$ cat src/rtl/vcdemux_if.sv
// Link-side and per-VC stream signals of the receive VC demultiplexer.
// The slave modport is the demux's view. The master modport is the view of whatever drives the link and consumes the VCs.
interface vcdemux_if #(
    parameter int DATAW = 32,
    parameter int VCHW  = 1
);
    logic             ivalid;
    logic [DATAW-1:0] idata;
    logic [VCHW-1:0]  ivch;
    logic             ordy0;
    logic             ordy1;
    logic             ovalid0;
    logic             ovalid1;
    logic [DATAW-1:0] odata0;
    logic [DATAW-1:0] odata1;
    logic             credit0;
    logic             credit1;
    logic             full0;
    logic             full1;
    logic             err;

    modport slave (
        input  ivalid, idata, ivch, ordy0, ordy1,
        output ovalid0, ovalid1, odata0, odata1,
        output credit0, credit1, full0, full1, err
    );

    modport master (
        output ivalid, idata, ivch, ordy0, ordy1,
        input  ovalid0, ovalid1, odata0, odata1,
        input  credit0, credit1, full0, full1, err
    );
endinterface

$ cat src/rtl/vcdemux.sv
// Receive-side VC demultiplexer: steers link flits into two independent per-VC FIFOs.
// Each dequeue returns a registered credit pulse upstream.
module vcdemux #(
    parameter int DATAW = 32,
    parameter int VCHW  = 1,
    parameter int DEPTH = 4,
    parameter int CNTW  = 3
) (
    input  logic           clk,
    input  logic           rst_,
    vcdemux_if.slave       bus
);
    localparam int PTRW = $clog2(DEPTH);

    logic [DATAW-1:0] mem [2][DEPTH];
    logic [PTRW-1:0]  wptr [2];
    logic [PTRW-1:0]  rptr [2];
    logic [CNTW-1:0]  cnt  [2];
    logic [DATAW-1:0] head [2];

    logic [1:0] rdy;
    logic [1:0] vld;
    logic [1:0] full;
    logic [1:0] wr;
    logic [1:0] rd;
    logic [1:0] acc;
    logic [1:0] ovf;
    logic [1:0] credit_p1;
    logic       err_q;

    // Request decode; a full FIFO still takes a write when it is being read in the same cycle
    always_comb begin
        rdy  = {bus.ordy1, bus.ordy0};
        vld  = '0;
        full = '0;
        wr   = '0;
        rd   = '0;
        acc  = '0;
        ovf  = '0;
        for (int i = 0; i < 2; i++) begin
            vld[i]  = (cnt[i] != '0);
            full[i] = (cnt[i] == CNTW'(DEPTH));
            rd[i]   = vld[i] & rdy[i];
            wr[i]   = bus.ivalid & (bus.ivch == VCHW'(i));
            acc[i]  = wr[i] & (~full[i] | rd[i]);
            ovf[i]  = wr[i] & full[i] & ~rd[i];
            head[i] = vld[i] ? mem[i][rptr[i]] : '0;
        end
    end

    // Flit storage is never reset; stale entries are hidden behind the zero count
    always_ff @(posedge clk) begin
        for (int i = 0; i < 2; i++) begin
            if (acc[i]) begin
                mem[i][wptr[i]] <= bus.idata;
            end
        end
    end

    always_ff @(posedge clk) begin
        if (rst_) begin
            for (int i = 0; i < 2; i++) begin
                wptr[i] <= '0;
                rptr[i] <= '0;
                cnt[i]  <= '0;
            end
            credit_p1 <= '0;
            err_q     <= 1'b0;
        end else begin
            for (int i = 0; i < 2; i++) begin
                if (acc[i]) begin
                    wptr[i] <= wptr[i] + PTRW'(1);
                end
                if (rd[i]) begin
                    rptr[i] <= rptr[i] + PTRW'(1);
                end
                case ({acc[i], rd[i]})
                    2'b10:   cnt[i] <= cnt[i] + CNTW'(1);
                    2'b01:   cnt[i] <= cnt[i] - CNTW'(1);
                    default: cnt[i] <= cnt[i];
                endcase
            end
            credit_p1 <= rd;
            if (|ovf) begin
                err_q <= 1'b1;
            end
        end
    end

    assign bus.ovalid0 = vld[0];
    assign bus.ovalid1 = vld[1];
    assign bus.odata0  = head[0];
    assign bus.odata1  = head[1];
    assign bus.full0   = full[0];
    assign bus.full1   = full[1];
    assign bus.credit0 = credit_p1[0];
    assign bus.credit1 = credit_p1[1];
    assign bus.err     = err_q;
endmodule

$ cat src/flat_wrapper.sv
// flat-port wrapper written by rule: the top's interface ports become plain ports
module vcdemux_flat 
#(
    parameter int DATAW = 32,
    parameter int VCHW  = 1,
    parameter int DEPTH = 4,
    parameter int CNTW  = 3
)
  (clk, rst_, bus_ivalid, bus_idata, bus_ivch, bus_ordy0, bus_ordy1, bus_ovalid0, bus_ovalid1, bus_odata0, bus_odata1, bus_credit0, bus_credit1, bus_full0, bus_full1, bus_err);
  vcdemux_if #(.DATAW(DATAW), .VCHW(VCHW)) bus_i ();
  input  logic clk;
  input  logic rst_;
  input wire logic [$bits(bus_i.ivalid)-1:0] bus_ivalid;
  input wire logic [$bits(bus_i.idata)-1:0] bus_idata;
  input wire logic [$bits(bus_i.ivch)-1:0] bus_ivch;
  input wire logic [$bits(bus_i.ordy0)-1:0] bus_ordy0;
  input wire logic [$bits(bus_i.ordy1)-1:0] bus_ordy1;
  output wire logic [$bits(bus_i.ovalid0)-1:0] bus_ovalid0;
  output wire logic [$bits(bus_i.ovalid1)-1:0] bus_ovalid1;
  output wire logic [$bits(bus_i.odata0)-1:0] bus_odata0;
  output wire logic [$bits(bus_i.odata1)-1:0] bus_odata1;
  output wire logic [$bits(bus_i.credit0)-1:0] bus_credit0;
  output wire logic [$bits(bus_i.credit1)-1:0] bus_credit1;
  output wire logic [$bits(bus_i.full0)-1:0] bus_full0;
  output wire logic [$bits(bus_i.full1)-1:0] bus_full1;
  output wire logic [$bits(bus_i.err)-1:0] bus_err;
  assign bus_i.ivalid = bus_ivalid;
  assign bus_i.idata = bus_idata;
  assign bus_i.ivch = bus_ivch;
  assign bus_i.ordy0 = bus_ordy0;
  assign bus_i.ordy1 = bus_ordy1;
  assign bus_ovalid0 = bus_i.ovalid0;
  assign bus_ovalid1 = bus_i.ovalid1;
  assign bus_odata0 = bus_i.odata0;
  assign bus_odata1 = bus_i.odata1;
  assign bus_credit0 = bus_i.credit0;
  assign bus_credit1 = bus_i.credit1;
  assign bus_full0 = bus_i.full0;
  assign bus_full1 = bus_i.full1;
  assign bus_err = bus_i.err;
  vcdemux #(.DATAW(DATAW), .VCHW(VCHW), .DEPTH(DEPTH), .CNTW(CNTW)) u_core (.clk(clk), .rst_(rst_), .bus(bus_i));
endmodule
$ cat config.mk
export PLATFORM = sky130hd
export DESIGN_NAME = vcdemux_flat
export DESIGN_NICKNAME = d
export VERILOG_FILES = /design/src/rtl/vcdemux_if.sv /design/src/rtl/vcdemux.sv /design/src/flat_wrapper.sv
export SDC_FILE = /design/constraint.sdc
export NUM_CORES = 1
export LEC_CHECK = 0
export ABC_AREA = 1
export BUFFER_PORTS_ARGS = -buffer_cell sky130_fd_sc_hd__buf_2
export CELL_PAD_IN_SITES_DETAIL_PLACEMENT = 0
export CELL_PAD_IN_SITES_GLOBAL_PLACEMENT = 2
export CORE_ASPECT_RATIO = 0.9
export CORE_MARGIN = 1.5
export CORE_UTILIZATION = 35
export DETAILED_ROUTE_END_ITERATION = 8
export PLACE_DENSITY = 0.78
export SLEW_MARGIN = 40
export SYNTH_ARGS = -nofsm -noshare
export SYNTH_HDL_FRONTEND = slang
export SYNTH_SLANG_ARGS = --single-unit
$ cat constraint.sdc
create_clock -name clk -period 7.6 [get_ports clk]
set_input_delay 1.14 -clock clk [delete_from_list [all_inputs] [get_ports clk]]
set_output_delay 1.14 -clock clk [all_outputs]
set_load 0.005 [all_outputs]
==> summary.txt <==
Setup path
  • Slowest cell on crit path: inv_1
  • Worst R2R Start: u_core.cnt[1][0]$_DFFE_PP_
  • Critical Path Start Type: flip-flop
  • Critical Path Source: u_core.rptr[0][3]$_SDFFCE_PN0P_
  • Crit-path max FO: 20
  • Crit path kind: flip-flop to output port
  • Critical path endpoint category: output port
  • CP max stage delay: between 400 and 500 ps
  • Crit path arrival time: between 2000 and 2500 ps
  • Required @ worst endpoint: approximately 6500 ps
  • Buf/Inv on CP: 3
  • CP delay by family, top: buffers and inverters
  • Critical-path cell list: inv_1, buf_4, nor2_1, o21ai_0, a21oi_1, buf_2

Die
  • Initial Utilization: 0.356
  • Die area: approximately 33000 um2
  • Die Span Y: about 170 um
  • Die width: between 150 and 200 um
  • Row Count: approximately 60
  • Core area: around 31000 um2
  • Num ports: 109

Logic synthesis
  • Commonest cells in the synthesized netlist: nor2_1, edfxtp_1, o21ai_0
  • Yosys cell types: 20
  • Post-synth top area cell: edfxtp_1
  • Syn Nets: around 950
  • Register bit total from synthesis: about 270
  • Post-synth EDFFs: 270
  • Async SR Flop Fraction: 0
  • Share of the synthesized area in the top cell type: 0.735
  • Sequential area share after synthesis: 0.740
  • Top cells by area, synth: edfxtp_1, nor2_1, o21ai_0
  • Mapped Area: 11000 um2
  • Most common cell in the synthesized netlist: nor2_1
  • Syn Area/Cell: around 12 um2
  • Main synth FF type: edfxtp_1
  • Synth warn: 0
  • Post-synthesis instance total: just under 900

STA
  • TNS Setup: 0 ps
  • Final-report hold violation count: 0
  • Max_slew headroom: 0.501
  • WHS: around 590 ps
  • Worst-margin pin slew: 748 ps
  • Fin. max-slew vios: 0
  • Clock Skew: a little over 9 ps
  • Final period util: 0.463
  • FMAX: approximately 280 MHz
  • RSZ-0062 raised after global routing: false
  • # setup viols final: 0
  • Minimum clock period: 3520 ps

Clock tree
  • Clock sink total: about 270
  • H-tree depth: 1
  • Post-cts sizing count: 0
  • TritonCTS buffer count: 29
  • Setup bufs post-CTS: 0
  • Max Buffers Root-to-Sink: 3
  • CTS clk-pin slew, worst paths: roughly 60 ps
  • # hold bufs at CTS: 0
  • CTS Root Cell: clkbuf_16
  • Skew-Pair Late Insertion Delay: approximately 530 ps
  • CTS tree: done

GRT
  • First-pass GRT wire length: between 30000 and 40000 um
  • GRT Util Overall: 0.160
  • Largest net degree at the start of global routing: 67
  • Vias in the first global route: between 6000 and 7000
  • Gr ovfl total: 0
  • Antenna violations before repair: 0

Finish
  • Layout cells sized above 1: 0.170
  • Filler cell count: roughly 3000
  • Post-layout net count: roughly 1100
  • Final std cells w/o fill: ~1400
  • Antenna cell count: 0
  • Synth-to-Final Area Change: 18.4%

Routing
  • DR iter-0 viols: roughly 490
  • Drt wl/cell: between 15 and 20 um
  • ANT nets after route: 0
  • Final WL: ~26000 um
  • Vias: between 6000 and 7000
  • Residual DRC count: 0
  • DR pass1 iterations: 4
  • Via density per instance: 4.79

Status
  • Status: complete, no violations

Power and ir drop
  • Overall power: 3.81 mW
  • P_leak: ~4.7 nW
  • Maximum vdd drop: between 150 and 200 uV
  • P per Cell Area: just under 300 nW/um2

Placed design
  • Placed cells: roughly 1400
  • PortBufs: about 110
  • Final GP Congestion: 0.756
  • Placed wire-length estimate: about 16000 um

Min path
  • Hold WC Path Type: flip-flop to flip-flop
  • Min-delay src: u_core.cnt[1][0]$_DFFE_PP_

Run
  • Max Cap Viol: 0
-- report_power, final --
group          total, mW  internal [mW]  switching, mW
clock               1.31          0.759          0.551
sequential          1.74           1.72         0.0209
combinational      0.758          0.267          0.491
total               3.81           2.75           1.06
-- cell usage in the layout (no fill, tap or decap), types with 2 or more instances in the layout --
cell	n
ha_1	15
a21oi_1	73
buf_16	7
bufinv_16	2
inv_1	39
buf_2	108
nand2_1	18
xnor2_1	4
inv_4	2
clkbuf_16	29
nor2_1	272
clkinv_1	11
buf_4	11
dfxtp_1	3
o21ai_0	102
edfxtp_1	270
buf_8	2
nor2_4	9
clkinv_2	3
o21ai_1	31
nand3_1	6
clkbuf_1	4
-- final cells by class --
type	instances	area, um2	area share
repair buffers	128	846	0.0647
clock buffers	33	741	0.0567
multi-input cells	534	2510	0.192
clock inverters	17	128	0.00977
flip-flops and latches	273	8170	0.625
well taps	409	512	0.0392
inverters	41	159	0.0122
-- logic make-up after synthesis --
group / share of synthesized area
AO/OA/AOI/OAI: 0.0940
XOR/XNOR: 0.00317
AND/OR/NAND/NOR: 0.105
adder cells (fa/ha/maj): 0.0188
buffers and inverters: 0.0384
flip-flops: 0.740
-- flip-flops by register name, summed over array words and instances (netlist names) --
register          count
u_core.mem          256
u_core.cnt            6
u_core.rptr           4
u_core.wptr           4
u_core.credit_p1      2
u_core.bus.err        1
-- metrics by stage --
stage / area [um2] / utilization / setup WS, ps
detailed placement: 12200 / 0.394 / 4400
global placement: 12000 / 0.386 / 4420
finish: 13100 / 0.422 / 4080
global route: 13100 / 0.422 / 3920
floorplan: 11000 / - / 4340
CTS: 13100 / 0.422 / 4050
-- metal layers --
layer,wire [um],GRT usage,vias to the layer above
li1,-,-,3351
met3,1130,0.0226,35
met4,441,0.0342,0
met2,11800,0.253,160
met1,12400,0.233,3334
met5,0,0,-
-- path summary, 6_finish.rpt --
check / cells after the start / endpoint / slack [ps]
max reg2reg: 8 / u_core.cnt[1][0]$_DFFE_PP_ / 5050
max: 6 / bus_odata1[25] / 4080
min: 1 / u_core.cnt[1][0]$_DFFE_PP_ / 590
min reg2reg: 1 / u_core.cnt[1][0]$_DFFE_PP_ / 590
No activity file was read; power rests on OpenSTA's default activity.
